**config.mk**
```make
export PLATFORM = sky130hd
export DESIGN_NAME = midi_receiver
export DESIGN_NICKNAME = d
export VERILOG_FILES = /design/src/rtl/midi_receiver_pkg.sv /design/src/rtl/midi_receiver_uart_rx.sv /design/src/rtl/midi_receiver.sv
export SDC_FILE = /design/constraint.sdc
export NUM_CORES = 1
export LEC_CHECK = 0
export CORE_ASPECT_RATIO = 0.9
export CORE_MARGIN = 3
export CORE_UTILIZATION = 40
export DETAILED_ROUTE_END_ITERATION = 8
export SETUP_SLACK_MARGIN = 0.5
export SYNTH_ARGS = -nofsm -noshare
export SYNTH_HDL_FRONTEND = slang
export SYNTH_SLANG_ARGS = --single-unit
```
**constraint.sdc**
```tcl
create_clock -name clk -period 1.6 [get_ports clk]
set_clock_uncertainty 0.05 [all_clocks]
set_input_delay 0.32 -clock clk [delete_from_list [all_inputs] [get_ports clk]]
set_output_delay 0.32 -clock clk [all_outputs]
set_load 0.005 [all_outputs]
```
**src/rtl/midi_receiver_pkg.sv**
```systemverilog
// Shared MIDI definitions: status constants, parser/UART state types, helpers.
package midi_receiver_pkg;

    localparam logic [7:0] MIDI_NOTE_OFF = 8'h80;
    localparam logic [7:0] MIDI_NOTE_ON  = 8'h90;
    localparam logic [7:0] MIDI_SYSTEM   = 8'hF0;
    localparam logic [7:0] MIDI_REALTIME = 8'hF8;

    typedef enum logic [1:0] {
        UART_IDLE,
        UART_START,
        UART_DATA,
        UART_STOP
    } uart_state_t;

    typedef enum logic [1:0] {
        NO_STATUS,
        WAIT_D1,
        WAIT_D2
    } parser_state_t;

    // Realtime bytes may interleave anywhere and never disturb the parser.
    function automatic logic is_realtime(input logic [7:0] b);
        return b >= MIDI_REALTIME;
    endfunction

    // Program change / channel pressure carry a single data byte.
    function automatic logic is_one_data_byte(input logic [7:0] status);
        return status[7:5] == 3'b110;
    endfunction

endpackage

```
**src/rtl/midi_receiver_uart_rx.sv**
```systemverilog
// 8N1 UART receiver with input synchronizer, mid-bit sampling and glitch rejection.
module uart_rx
    import midi_receiver_pkg::*;
#(
    parameter int CLKS_PER_BIT = 384
) (
    input  logic       clk,
    input  logic       rst_n,
    input  logic       rx,
    output logic [7:0] rx_byte,
    output logic       byte_strobe,
    output logic       frame_error
);

    localparam int CW = (CLKS_PER_BIT > 2) ? $clog2(CLKS_PER_BIT) : 1;
    localparam logic [CW-1:0] FULL_LAST = CW'(CLKS_PER_BIT - 1);
    localparam logic [CW-1:0] HALF_LAST = CW'(CLKS_PER_BIT / 2 - 1);

    logic          sync1_q, sync1_d;
    logic          sync2_q, sync2_d;
    uart_state_t   state_q, state_d;
    logic [CW-1:0] cnt_q, cnt_d;
    logic [2:0]    idx_q, idx_d;
    logic [7:0]    shift_q, shift_d;
    logic          strobe_q, strobe_d;
    logic          ferr_q, ferr_d;

    // Next-state logic: synchronizer shift and bit-timing state machine.
    always_comb begin
        sync1_d  = rx;
        sync2_d  = sync1_q;
        state_d  = state_q;
        cnt_d    = cnt_q;
        idx_d    = idx_q;
        shift_d  = shift_q;
        strobe_d = 1'b0;
        ferr_d   = 1'b0;
        case (state_q)
            UART_IDLE: begin
                cnt_d = '0;
                idx_d = '0;
                if (!sync2_q) state_d = UART_START;
            end
            UART_START: begin
                if (cnt_q == HALF_LAST) begin
                    cnt_d   = '0;
                    state_d = sync2_q ? UART_IDLE : UART_DATA;
                end else begin
                    cnt_d = cnt_q + CW'(1);
                end
            end
            UART_DATA: begin
                if (cnt_q == FULL_LAST) begin
                    cnt_d   = '0;
                    shift_d = {sync2_q, shift_q[7:1]};
                    idx_d   = idx_q + 3'd1;
                    if (idx_q == 3'd7) state_d = UART_STOP;
                end else begin
                    cnt_d = cnt_q + CW'(1);
                end
            end
            UART_STOP: begin
                if (cnt_q == FULL_LAST) begin
                    cnt_d   = '0;
                    state_d = UART_IDLE;
                    if (sync2_q) strobe_d = 1'b1;
                    else         ferr_d   = 1'b1;
                end else begin
                    cnt_d = cnt_q + CW'(1);
                end
            end
            default: state_d = UART_IDLE;
        endcase
    end

    // State register with synchronous active-low reset; line flops reset to idle-high.
    always_ff @(posedge clk) begin
        if (!rst_n) begin
            sync1_q  <= 1'b1;
            sync2_q  <= 1'b1;
            state_q  <= UART_IDLE;
            cnt_q    <= '0;
            idx_q    <= '0;
            shift_q  <= '0;
            strobe_q <= 1'b0;
            ferr_q   <= 1'b0;
        end else begin
            sync1_q  <= sync1_d;
            sync2_q  <= sync2_d;
            state_q  <= state_d;
            cnt_q    <= cnt_d;
            idx_q    <= idx_d;
            shift_q  <= shift_d;
            strobe_q <= strobe_d;
            ferr_q   <= ferr_d;
        end
    end

    assign rx_byte     = shift_q;
    assign byte_strobe = strobe_q;
    assign frame_error = ferr_q;

endmodule

```
**src/rtl/midi_receiver.sv**
```systemverilog
// Monophonic MIDI note receiver: UART front end plus running-status parser.
module midi_receiver
    import midi_receiver_pkg::*;
#(
    parameter int CLK_FREQ = 12000000,
    parameter int BAUD     = 31250
) (
    input  logic       clk,
    input  logic       rst_n,
    input  logic       midi_rx,
    output logic [7:0] midi_data,
    output logic       midi_valid,
    output logic [6:0] velocity,
    output logic       frame_error
);

    localparam int CLKS_PER_BIT = CLK_FREQ / BAUD;

    logic [7:0] rx_byte;
    logic       byte_strobe;

    uart_rx #(.CLKS_PER_BIT(CLKS_PER_BIT)) u_uart_rx (
        .clk         (clk),
        .rst_n       (rst_n),
        .rx          (midi_rx),
        .rx_byte     (rx_byte),
        .byte_strobe (byte_strobe),
        .frame_error (frame_error)
    );

    parser_state_t pstate_q, pstate_d;
    logic [7:0]    status_q, status_d;
    logic [6:0]    data1_q, data1_d;
    logic [6:0]    note_q, note_d;
    logic [6:0]    vel_q, vel_d;
    logic          valid_q, valid_d;

    // Parser: classify each received byte and apply completed note messages.
    always_comb begin
        pstate_d = pstate_q;
        status_d = status_q;
        data1_d  = data1_q;
        note_d   = note_q;
        vel_d    = vel_q;
        valid_d  = valid_q;
        if (byte_strobe) begin
            if (is_realtime(rx_byte)) begin
                pstate_d = pstate_q;
            end else if (rx_byte >= MIDI_SYSTEM) begin
                status_d = '0;
                pstate_d = NO_STATUS;
            end else if (rx_byte[7]) begin
                status_d = rx_byte;
                pstate_d = WAIT_D1;
            end else begin
                case (pstate_q)
                    WAIT_D1: begin
                        if (!is_one_data_byte(status_q)) begin
                            data1_d  = rx_byte[6:0];
                            pstate_d = WAIT_D2;
                        end
                    end
                    WAIT_D2: begin
                        pstate_d = WAIT_D1;
                        if (status_q[7:4] == MIDI_NOTE_ON[7:4] && rx_byte[6:0] != 7'd0) begin
                            note_d  = data1_q;
                            vel_d   = rx_byte[6:0];
                            valid_d = 1'b1;
                        end else if (status_q[7:4] == MIDI_NOTE_OFF[7:4] ||
                                     status_q[7:4] == MIDI_NOTE_ON[7:4]) begin
                            if (data1_q == note_q) valid_d = 1'b0;
                        end
                    end
                    default: pstate_d = pstate_q;
                endcase
            end
        end
    end

    // Parser and output registers.
    always_ff @(posedge clk) begin
        if (!rst_n) begin
            pstate_q <= NO_STATUS;
            status_q <= '0;
            data1_q  <= '0;
            note_q   <= '0;
            vel_q    <= '0;
            valid_q  <= 1'b0;
        end else begin
            pstate_q <= pstate_d;
            status_q <= status_d;
            data1_q  <= data1_d;
            note_q   <= note_d;
            vel_q    <= vel_d;
            valid_q  <= valid_d;
        end
    end

    assign midi_data  = {1'b0, note_q};
    assign velocity   = vel_q;
    assign midi_valid = valid_q;

endmodule

```
== Word-level counts from Yosys, hierarchy flattened ==
Index checks and enable logic that the tools add are counted.
Cells by class
  order comparisons: 2
  bitwise gates (word level): 4
  add/sub/neg operators: 2
  reduce and logical (&&, ||, !) cells: 19
  eq/ne operators: 18
  muxes and demuxes: 23
Operator list (count)
  $pmux W9 S3: 1
  $mux W2: 9
  $mux W9: 2
  $ge A8 B8 Y1 const B: 2
  $mux W8: 2
  $reduce_and A6 Y1: 2
  $add A9 B1 Y9 const B: 1
  $eq A9 B8 Y1 const B: 1
  $eq A9 B9 Y1 const B: 1
  $eq A4 B4 Y1 const B: 2
  $ne A2 B1 Y1 const B: 4
  $pmux W2 S4: 1
  $reduce_bool A2 Y1: 4
  $eq A7 B7 Y1: 1
  $reduce_and A7 Y1: 1
  $reduce_bool A7 Y1: 1
  $eq A2 B2 Y1 const B: 3
  $eq A3 B3 Y1 const B: 2
  $pmux W3 S2: 1
  $reduce_and A3 Y1: 2
  $mux W1: 5
  $reduce_and A5 Y1: 1
  $eq A2 B1 Y1 const B: 2
  $ne A4 B3 Y1 const B: 1
  other kinds (12): 16
Word-level totals
  output and inout bits: 17
  bits in registers: 58

== Depth between registers and ports, before layout ==
  depth after elaboration: 5
  mapped depth: 7
  mapped depth without buffers: 5

== Hierarchy ==
Synthesis repeated with hierarchy kept, for this count alone.
Second synthesis, totals
  cells, all modules: 265
  area, all modules: 2581.2 µm²
By module, submodules not included
  midi_receiver: area each 1387.6 µm², instances 1, cells an instance 146
  uart_rx: area each 1193.6 µm², instances 1, cells an instance 119

== Least setup slack after synthesis ==
Ideal clock, no wire load.
  path kind: reg2reg
  start point: register u_uart_rx.cnt_q[2]
  end point: register u_uart_rx.cnt_q[2]
  setup time: 0.127 ns
  arrival time: 1.277 ns
  setup slack: 0.146 ns
  path buffers: 2
  cell stages (with the launch flop): 7
  data required time: 1.423 ns
  cell sequence: dfxtp_1 and4_1 buf_6 nand3_4 buf_6 a32oi_4 nor2_1
Between the ends
  cells in the longest elaborated chain, start to end: 3
RTL lines
  start: declaration: line midi_receiver_uart_rx.sv:22  | logic [CW-1:0] cnt_q, cnt_d;
  start signal: assignment: line midi_receiver_uart_rx.sv:91  | cnt_q <= cnt_d;
  $add A9 B1 Y9, or another cell as far along: line midi_receiver_uart_rx.sv:49, midi_receiver_uart_rx.sv:59, midi_receiver_uart_rx.sv:69
  $mux W9 (on tied branches): line midi_receiver_uart_rx.sv:53, midi_receiver_uart_rx.sv:63, midi_receiver_uart_rx.sv:45
  $pmux W9 S3 (*): line midi_receiver_uart_rx.sv:38  | case (state_q)
Mark *: on every way between the ends. The rest lies on a longest branch, timed or not.
A chain may end at the register's enable or synchronous reset.

== Final worst setup path ==
  start point: register u_uart_rx.shift_q[7], in the netlist u_uart_rx.rx_byte[7]
  end point: register vel_q[1], in the netlist velocity[1]
Between the ends
  cells in the longest elaborated chain, start to end: 3
RTL lines
  start: declaration: line midi_receiver_uart_rx.sv:24  | logic [7:0] shift_q, shift_d;
  start signal: assignment: line midi_receiver_uart_rx.sv:93  | shift_q <= shift_d;
  $ge A8 B8 Y1 (on tied branches): line midi_receiver.sv:49, midi_receiver_pkg.sv:24
  $not A1 Y1 (no line)
  $reduce_and A6 Y1 (no line) (*)
  end signal: assignment: line midi_receiver.sv:94  | vel_q <= vel_d;
  end: declaration: line midi_receiver.sv:35  | logic [6:0] vel_q, vel_d;
Marks and branches as above.

==> flow_summary.yaml <==
floorplanning:
  start_util_pct: 43.2
  die_h_um: 79.0
  die_area_mm2: 0.00688
  io_pins: 20
  chipWidth_um: 87.1
  core.rowCount: 25
  fp.coreArea_mm2: 0.00547
route:
  drtAntennaViolNets: 0
  drcViolationCount: 0
  wire_per_inst_um: 13.5
  via_per_inst: 5.23
  vias: 1976
  dr.pass1.iters: 5
  routed_wl_mm: 5.10
  drt_iter0_drc: 111
cells_and_area:
  multi_input_area_mm2: 0.00131
  antenna_cells: 0
  nets: 316
  finalNonFillerCells: 378
  drive_above_1_share_pct: 44.4
  area_delta_synth_final_pct: 33.2
  final.fill_count: 499
  utilization_pct: 57.6
  post-route-cell-area_mm2: 0.00315
  regArea_mm2: 0.00113
global_routing:
  overflow: 0
  track_usage_pct: 16.2
  grt_pass1_wl_mm: 8.87
  antenna_found_initial: 0
  grt_pass1_vias: 1863
  grt_max_degree: 26
clock_network:
  clock-sinks: 54
  cts_hold_buf: 0
  cts_tree: "built"
  path_clk_slew_ns: 0.10
  cts.htree.levels: 2
  clk_path_buf_depth: 2
  clkLatencyLatePin_ns: 0.31
  cts_root_buf: "clkbuf_8"
  cts_made_buffers: 5
synth:
  ys_ff_latch: 54
  syn_nets: 259
  synth_cell_types: 50
  async_reset_ff_share_pct: 0
  synth_top_cell_by_area: "dfxtp_1"
  yosysWarnings: 0
  synth_area_mm2: 0.00237
  synth_most_common_cell: "dfxtp_1"
  synth_ff_type: "dfxtp_1"
  synth-seq-area-share_pct: 45.7
  netlist_instances: 253
  synth_common_cells: "dfxtp_1, nand2_1, nand3_1"
  synth_edf_count: 0
  synth_area_leaders: "dfxtp_1, mux2i_1, nand2_1"
  syn_avg_cell_area_um2: 9.36
  synth_top_cell_area_share_pct: 45.7
hold_path:
  min_path_type: "flop to flop"
  hold_start: "u_uart_rx.sync1_q$_SDFF_PN1_"
sta:
  finalCritPeriodShare_pct: 86.7
  post-route-min-period_ns: 1.39
  rsz0062_at_grt: "yes"
  finalSetupTns_ns: 0
  fmax_mhz: 721
  hold_viol: 0
  whs_ns: 0.364
  setup_viol: 0
  slew_violations: 0
place:
  placed_cells: 345
  dp_hpwl_mm: 3.32
  io_buffers: 18
  place_area_mm2: 0.00272
  gp_congestion: 0.763
worst_setup_path:
  crit_fanout: 14
  r2r_slack_ns: 0.21
  cp.required_ns: 1.75
  crit_arrival_ns: 1.54
  cp-end-kind: "flop"
  rr_startpoint: "u_uart_rx.rx_byte[7]$_SDFFE_PN0P_"
  path_class: "flop to flop"
  crit_start: "u_uart_rx.rx_byte[7]$_SDFFE_PN0P_"
  startpoint_type: "flop"
power:
  leakagePower_nw: 1.24
  power_density_mw_per_mm2: 690
  vdd_ir_drop_max_uv: 485
flow_run:
  maxCapViolCount: 0
run_status:
  status: "complete, no violations"
==> through the flow <==
stage	worst slack, ns	power, mW
6_report	0.212	2.17
5_1_grt	0.142	2.28
4_1_cts	0.215	2.22
3_5_place_dp	-0.0161	1.43
3_3_place_gp	-0.00317	1.43
2_1_floorplan	0.252	1.42
==> area by class of cell <==
cell class / instances / share of cell area [%]
Multi-Input combinational cell: 180 / 41.5
Sequential cell: 54 / 36.0
Timing Repair Buffer: 64 / 16.3
Tap cell: 67 / 2.66
Clock buffer: 5 / 2.18
Clock inverter: 3 / 0.794
Inverter: 5 / 0.595
==> critical path: stages (launching register included) <==
cell and delay (ns):
dfxtp_4 0.38, nand4bb_1 0.17, a211o_1 0.31, buf_12 0.16, a22oi_1 0.15, nor2_1 0.07
==> repair_timing <==
item	4_1_cts	5_1_grt
pin swaps	12	3
buffers inserted	21	3
setup endpoints to repair	68	68
gates cloned	1	0
gates resized for setup	117	20
==> power breakdown <==
| part | total, mW | internal, mW | switching [mW] | leakage, nW |
|---|---|---|---|---|
| registers | 1.35 | 1.34 | 0.00729 | 0.455 |
| clock network | 0.775 | 0.317 | 0.458 | 0.0447 |
| logic | 0.0504 | 0.0202 | 0.0301 | 0.744 |
| total | 2.17 | 1.68 | 0.496 | 1.24 |
==> cell usage in the layout, fill, tap and decap left out, drive strengths merged, types with 3 or more instances in the layout <==
cell    synthesis  routed
buf            10      61
dfxtp          54      54
nand2          37      37
nand3          21      21
nor2           20      20
mux2i          15      15
a21oi          14      14
xnor2           8       8
nand4           7       7
xor2            6       6
clkbuf          5       6
inv             4       5
o31ai           4       4
nor3            4       4
nor3b           4       4
and3            2       3
o21ai           3       3
nand2b          3       3
ha              3       3
==> routing by layer <==
layer  vias up  routed length, um  GRT usage [%]
met1       937               2660           24.1
met5         -                  0              0
met2        25               2220           22.6
met3         4                167           4.36
li1       1010                  -              -
met4         0                 55           4.60
==> worst paths after layout <==
kind,to,cells after the start
worst max-delay path,velocity[1]$_SDFFE_PN0P_,5
worst min-delay path,u_uart_rx.sync2_q$_SDFF_PN1_,1
worst max register to register,velocity[1]$_SDFFE_PN0P_,5
worst min register to register,u_uart_rx.sync2_q$_SDFF_PN1_,1
==> state kept, by name (all words and copies together) (netlist names), named ones only <==
name,cells
data1_q,7
midi_valid,1
note_q,7
pstate_q,2
status_q,4
u_uart_rx.byte_strobe,1
u_uart_rx.cnt_q,9
u_uart_rx.frame_error,1
u_uart_rx.idx_q,3
u_uart_rx.rx_byte,8
u_uart_rx.state_q,1
u_uart_rx.sync1_q,1
u_uart_rx.sync2_q,1
velocity,7
==> logic make-up (layout without fill, tap and decap cells) <==
logic type,count (synthesis),count (layout),synth area share (%)
AO/OA/AOI/OAI,36,36,10.9
other,1,1,0.158
buffers and inverters,20,77,5.55
XOR/XNOR,14,14,5.18
flip-flops,54,54,45.7
adder cells (fa/ha/maj),3,3,1.59
multiplexers,15,15,6.34
AND/OR/NAND/NOR,110,111,24.6
Power figures use the tool's default switching activity.
